## config.mk

```make
export PLATFORM = sky130hd
export DESIGN_NAME = id_ex_stage
export DESIGN_NICKNAME = d
export VERILOG_FILES = /design/src/rtl/id_ex_stage.sv
export SDC_FILE = /design/constraint.sdc
export NUM_CORES = 1
export LEC_CHECK = 0
export BUFFER_PORTS_ARGS = -buffer_cell sky130_fd_sc_hd__buf_4
export CORE_AREA = 2 2 136 138
export CTS_CLUSTER_SIZE = 40
export DETAILED_ROUTE_END_ITERATION = 10
export DIE_AREA = 0 0 138 140
export GPL_TIMING_DRIVEN = 0
export PLACE_DENSITY = 0.61
export SLEW_MARGIN = 20
export SYNTH_ARGS = -nofsm -noshare
export SYNTH_HDL_FRONTEND = slang
export SYNTH_SLANG_ARGS = --single-unit
```

## constraint.sdc

```tcl
create_clock -name clk_i -period 1.7 [get_ports clk_i]
set_input_delay 0.255 -clock clk_i [delete_from_list [all_inputs] [get_ports clk_i]]
set_output_delay 0.255 -clock clk_i [all_outputs]
set_load 0.03 [all_outputs]
```

## src/rtl/id_ex_stage.sv

```systemverilog
// -----------------------------------------------------------------------------
// id_ex_stage -- ID/EX pipeline register with load-use hazard detection.
//
// Purpose:
//   Registers the decoded instruction from ID into EX. Detects a load-use
//   hazard against the instruction currently in EX and inserts a one-cycle
//   bubble. Supports branch flush and an EX back-pressure hold.
//
// Edge priority: rst_i > flush_i > ex_hold_i > hazard > capture.
//
// Ports:
//   clk_i, rst_i            clock, synchronous active-high reset
//   id_valid_i              ID holds a real instruction
//   id_rs_data_i/rt_data_i  register-file read data
//   id_imm_i, id_pc4_i      sign-extended immediate, PC+4
//   id_rs/rt/rd_addr_i      register addresses
//   id_ctrl_i               {reg_write, mem_read, mem_write, mem_to_reg,
//                            alu_src, alu_op[3:0]}
//   wb_reg_write_i, wb_rd_addr_i, wb_rd_data_i   writeback port
//   flush_i                 kill the ID instruction (branch taken)
//   ex_hold_i               EX not ready; hold all EX outputs
//   ex_*_o                  registered EX-stage copies
//   stall_o                 combinational; freeze PC and IF/ID
//
// Configuration macro:
//   ID_EX_WB_BYPASS_EN  when defined, a same-cycle writeback to rs/rt is
//                       forwarded into the captured register data.
// -----------------------------------------------------------------------------
module id_ex_stage #(
    parameter int DATA_W = 32
) (
    input  logic              clk_i,
    input  logic              rst_i,
    input  logic              id_valid_i,
    input  logic [DATA_W-1:0] id_rs_data_i,
    input  logic [DATA_W-1:0] id_rt_data_i,
    input  logic [DATA_W-1:0] id_imm_i,
    input  logic [DATA_W-1:0] id_pc4_i,
    input  logic [4:0]        id_rs_addr_i,
    input  logic [4:0]        id_rt_addr_i,
    input  logic [4:0]        id_rd_addr_i,
    input  logic [8:0]        id_ctrl_i,
    input  logic              wb_reg_write_i,
    input  logic [4:0]        wb_rd_addr_i,
    input  logic [DATA_W-1:0] wb_rd_data_i,
    input  logic              flush_i,
    input  logic              ex_hold_i,
    output logic              ex_valid_o,
    output logic [8:0]        ex_ctrl_o,
    output logic [DATA_W-1:0] ex_rs_data_o,
    output logic [DATA_W-1:0] ex_rt_data_o,
    output logic [DATA_W-1:0] ex_imm_o,
    output logic [DATA_W-1:0] ex_pc4_o,
    output logic [4:0]        ex_rs_addr_o,
    output logic [4:0]        ex_rt_addr_o,
    output logic [4:0]        ex_rd_addr_o,
    output logic              stall_o
);

    localparam int CTRL_MEM_READ = 7;

    logic              hazard;
    logic [DATA_W-1:0] rs_next;
    logic [DATA_W-1:0] rt_next;

    // Load in EX whose destination is a source of the ID instruction.
    // Register 0 is hard-wired zero and never creates a dependency.
    always_comb begin
        hazard = ex_valid_o
              && ex_ctrl_o[CTRL_MEM_READ]
              && (ex_rd_addr_o != 5'd0)
              && id_valid_i
              && ((ex_rd_addr_o == id_rs_addr_i) || (ex_rd_addr_o == id_rt_addr_i));
    end

    assign stall_o = hazard | ex_hold_i;

`ifdef ID_EX_WB_BYPASS_EN
    // Register file is read in the same cycle it is written; forward the
    // writeback value so the captured operand is not stale.
    always_comb begin
        rs_next = id_rs_data_i;
        rt_next = id_rt_data_i;
        if (wb_reg_write_i && (wb_rd_addr_i != 5'd0)) begin
            if (wb_rd_addr_i == id_rs_addr_i) rs_next = wb_rd_data_i;
            if (wb_rd_addr_i == id_rt_addr_i) rt_next = wb_rd_data_i;
        end
    end
`else
    logic unused_wb;
    assign unused_wb = ^{wb_reg_write_i, wb_rd_addr_i, wb_rd_data_i};
    assign rs_next   = id_rs_data_i;
    assign rt_next   = id_rt_data_i;
`endif

    always_ff @(posedge clk_i) begin
        if (rst_i || flush_i || (!ex_hold_i && hazard)) begin
            // Reset, flush and load-use bubble all leave EX empty and zeroed.
            ex_valid_o   <= 1'b0;
            ex_ctrl_o    <= '0;
            ex_rs_data_o <= '0;
            ex_rt_data_o <= '0;
            ex_imm_o     <= '0;
            ex_pc4_o     <= '0;
            ex_rs_addr_o <= '0;
            ex_rt_addr_o <= '0;
            ex_rd_addr_o <= '0;
        end else if (!ex_hold_i) begin
            ex_valid_o   <= id_valid_i;
            ex_ctrl_o    <= id_valid_i ? id_ctrl_i : '0;
            ex_rs_data_o <= rs_next;
            ex_rt_data_o <= rt_next;
            ex_imm_o     <= id_imm_i;
            ex_pc4_o     <= id_pc4_i;
            ex_rs_addr_o <= id_rs_addr_i;
            ex_rt_addr_o <= id_rt_addr_i;
            ex_rd_addr_o <= id_rd_addr_i;
        end
    end

endmodule

```

==> impl_results.md <==
- P_int: between 6 and 7 mW
- Post-layout worst setup margin: -0.127 ns
- Fin. max-slew vios: 0
- Worst Setup Path Type: flop to flop
- Core area: 0.0178 mm^2
- Drc violations: 0
- Syn nets: 557
- IO Port Bufs: 310
- Combinational Power Share: 0.124
- Total Routing Usage GR: 0.161
- Crit path time final: 1.83 ns
- Source of the critical timing path: ex_rd_addr_o[3]
- Die Width: approximately 140 um
- First-pass detailed-route iteration total: 4
- Full die area: ~0.019 mm^2
- Maximum VDD drop: between 0.8 and 0.9 mV
- Startpoint types: flop
- Yosys warns: 0
- Clk_skew: slightly above 0.008 ns
- I/O pins: between 300 and 400
- Clk sink count: approximately 150
- Cell Count Post-Placement: around 900
- Relative slew slack: 0.624
- Die Ht: 140 um
- R2r setup slk: -0.13 ns
- Largest net degree at the start of global routing: 17
- Starting Density: 0.266
- R2R cell count: 9
- Crit-path max FO: 10
- XOR/XNOR share of the synthesized area: 0.0185
- CP Capture Type: flop
- Antenna violations before repair: 0
- Detailed Place HPWL: ~12000 um
- Vias per cell: about 4.6
- Netlist cell types: 15
- CP Capture Point: ex_rs_data_o[20]
- Clk network pwr share: 0.421
- Sequential share of power: 0.455
- NetSw: 1.99 mW
- DR vias: 4274
- TritonCTS clock tree: built
- FF+latch count, synth: roughly 150
- First-pass GRT wire length: between 20000 and 25000 um
- Vias in the first global route: 4493
- Clk slew on worst S/H paths: around 0.06 ns
- Nets: roughly 890
- Leakage power of the design: ~3.8 nW
- Synth Area per Inst: about 13 um^2
- Max H-tree Level: 4
- Row cnt: about 50
- Post-Syn Area: around 0.0047 mm^2
- Final setup viols: around 150
- Sw Share: 0.241
- Final Hold Viols: 0
- Clock root cell: clkbuf_16
- Worst r2r src: ex_rd_addr_o[3]
- Compound-Gate Fraction of Synth Area: 0.296
- Non-filler cells in the finished layout: between 900 and 1k
- Clock Latency Late Sink: 0.41 ns
- Sequential share of the synthesized area: 0.648
- MaxCap Viol Count: 0
- Final TNS setup: -14.69 ns
- Worst hold margin: 0.0609 ns
- Maximum clock rate: about 550 MHz
- GP Congestion: just over 0.8
- # fillers: 1677
- Part of the cycle the worst path needs: 1.07
- Post-synthesis mux area share: 0
- WL final: around 16000 um
- Hold Buf Count CTS: 0
- Reg-to-reg endpoint: ex_rs_data_o[20]
- Synthesized instance count: roughly 360
- RSZ-0062 raised after global routing: true
- Worst-Margin Slew: approximately 0.56 ns
- Hold Path Class: primary input to flop
- Adder-cell share of the synthesized area: 0
- Worst path arrival time: 2.17 ns
- Wire length per cell: 17.3 um
- Largest family of logic cells by synthesized area: compound AO/OA/AOI/OAI gates
- Simple-Gate Fraction of Synth Area: 0.00821
- TritonCTS Buffers: 17
- Ratio of cells with drive above 1 in the final layout: 0.521
- Antenna Diode Count: 0
- Total grt overflow: 0
- Post-route ant nets: 0
- Area Overhead vs Synth: 71.9%
- Status: finished with violations
- Worst Path Required: between 2 and 2.5 ns
- DR iter-0 viols: between 150 and 200
- Failing checks: setup timing
- Pwr dens: 1020 mW/mm^2
- Clk buf depth: 2
-- final cells by class --
type                       count  area [um^2]  area share
sequential                   153         3080       0.380
clock inverter                 8         73.8     0.00909
timing repair buffer         317         2430       0.299
clock buffer                  22          464      0.0572
tap                          229          287      0.0353
buffer                        33          243      0.0299
multi-input combinational    175         1550       0.190
-- critical path, cell delays in order, from the launching register on --
cell and delay, ns:
dfxtp_4 0.37, xnor2_1 0.13, nand3_1 0.10, o22ai_2 0.10, buf_4 0.15, a2111oi_4 0.31
buf_6 0.19, buf_12 0.14, buf_8 0.13, a22o_1 0.15
-- metrics by stage --
stage	utilization	setup slack, ns	power, mW	cell area (um^2)
6_report	0.457	-0.127	8.29	8120
5_1_grt	0.457	-0.249	8.62	8120
4_1_cts	0.453	-0.135	8.38	8060
3_5_place_dp	0.418	-0.720	4.85	7430
3_3_place_gp	0.418	-0.651	4.83	7430
2_1_floorplan	-	-0.0249	4.29	4810
-- cells in the mapped netlist, drive strengths merged --
cell type	instances	area, um^2
a21o	1	7.51
o22ai	1	6.26
nor2	1	3.75
clkbuf	26	97.6
a22o	144	1260
nor3	1	5.00
dfxtp	153	3060
a32o	9	90.1
nand2	2	7.51
a2111oi	1	27.5
buf	8	40.0
a21oi	1	5.00
nor3b	1	7.51
nand3	3	15.0
xnor2	10	87.6
-- per-layer routing --
layer,vias up,part of all wire,GRT usage
li1,2070,-,-
met4,0,0.027,0.0628
met5,-,0,0
met3,30,0.075,0.0619
met1,1986,0.41,0.184
met2,188,0.49,0.274
-- worst min path at each step --
stage,startpoint,depth (start not counted),to
global placement,ex_ctrl_o[5],1,ex_ctrl_o[5]
CTS,id_pc4_i[12],2,ex_pc4_o[12]
global route,id_pc4_i[20],2,ex_pc4_o[20]
finish,id_imm_i[11],2,ex_imm_o[11]
detailed placement,ex_rs_data_o[10],1,ex_rs_data_o[10]
floorplan,id_rd_addr_i[4],1,ex_rd_addr_o[4]
-- flip-flops by register name, indices dropped and copies added (netlist names) --
name,flops
ex_ctrl_o,9
ex_imm_o,32
ex_pc4_o,32
ex_rd_addr_o,5
ex_rs_addr_o,5
ex_rs_data_o,32
ex_rt_addr_o,5
ex_rt_data_o,32
ex_valid_o,1
-- kinds of logic after synthesis --
logic type | after synthesis
flip-flops | 153
buffers and inverters | 34
AND/OR/NAND/NOR | 8
XOR/XNOR | 10
AO/OA/AOI/OAI | 157
-- what timing repair did --
item	4_1_cts	5_1_grt
cloned	0	2
setup buffers	4	1
setup endpoints to repair	154	154
gates resized for setup	15	9
pin swaps	7	6
-- power groups by stage --
| stage | Sequential (mW) | Combinational, mW | Clock (mW) |
|---|---|---|---|
| 6_report | 3.77 | 1.03 | 3.49 |
| 5_1_grt | 3.78 | 1.09 | 3.75 |
| 4_1_cts | 3.77 | 1.02 | 3.59 |
| 3_5_place_dp | 3.84 | 1.00 | 0 |
| 3_3_place_gp | 3.84 | 0.985 | 0 |
| 2_1_floorplan | 4.07 | 0.224 | 0 |
-- cells in the final DEF (no fill, tap or decap), types with 2 or more instances in the layout --
| cell type | instances |
|---|---|
| a22o_1 | 144 |
| buf_6 | 4 |
| clkbuf_4 | 6 |
| clkbuf_16 | 19 |
| dfxtp_1 | 148 |
| nand2_1 | 2 |
| dfxtp_4 | 5 |
| nand3_1 | 3 |
| clkbuf_8 | 2 |
| clkinv_2 | 4 |
| xnor2_2 | 2 |
| buf_4 | 313 |
| buf_8 | 6 |
| clkbuf_1 | 20 |
| a32o_1 | 9 |
| clkinvlp_4 | 2 |
| xnor2_1 | 8 |
(Power assumes the default switching activity.)
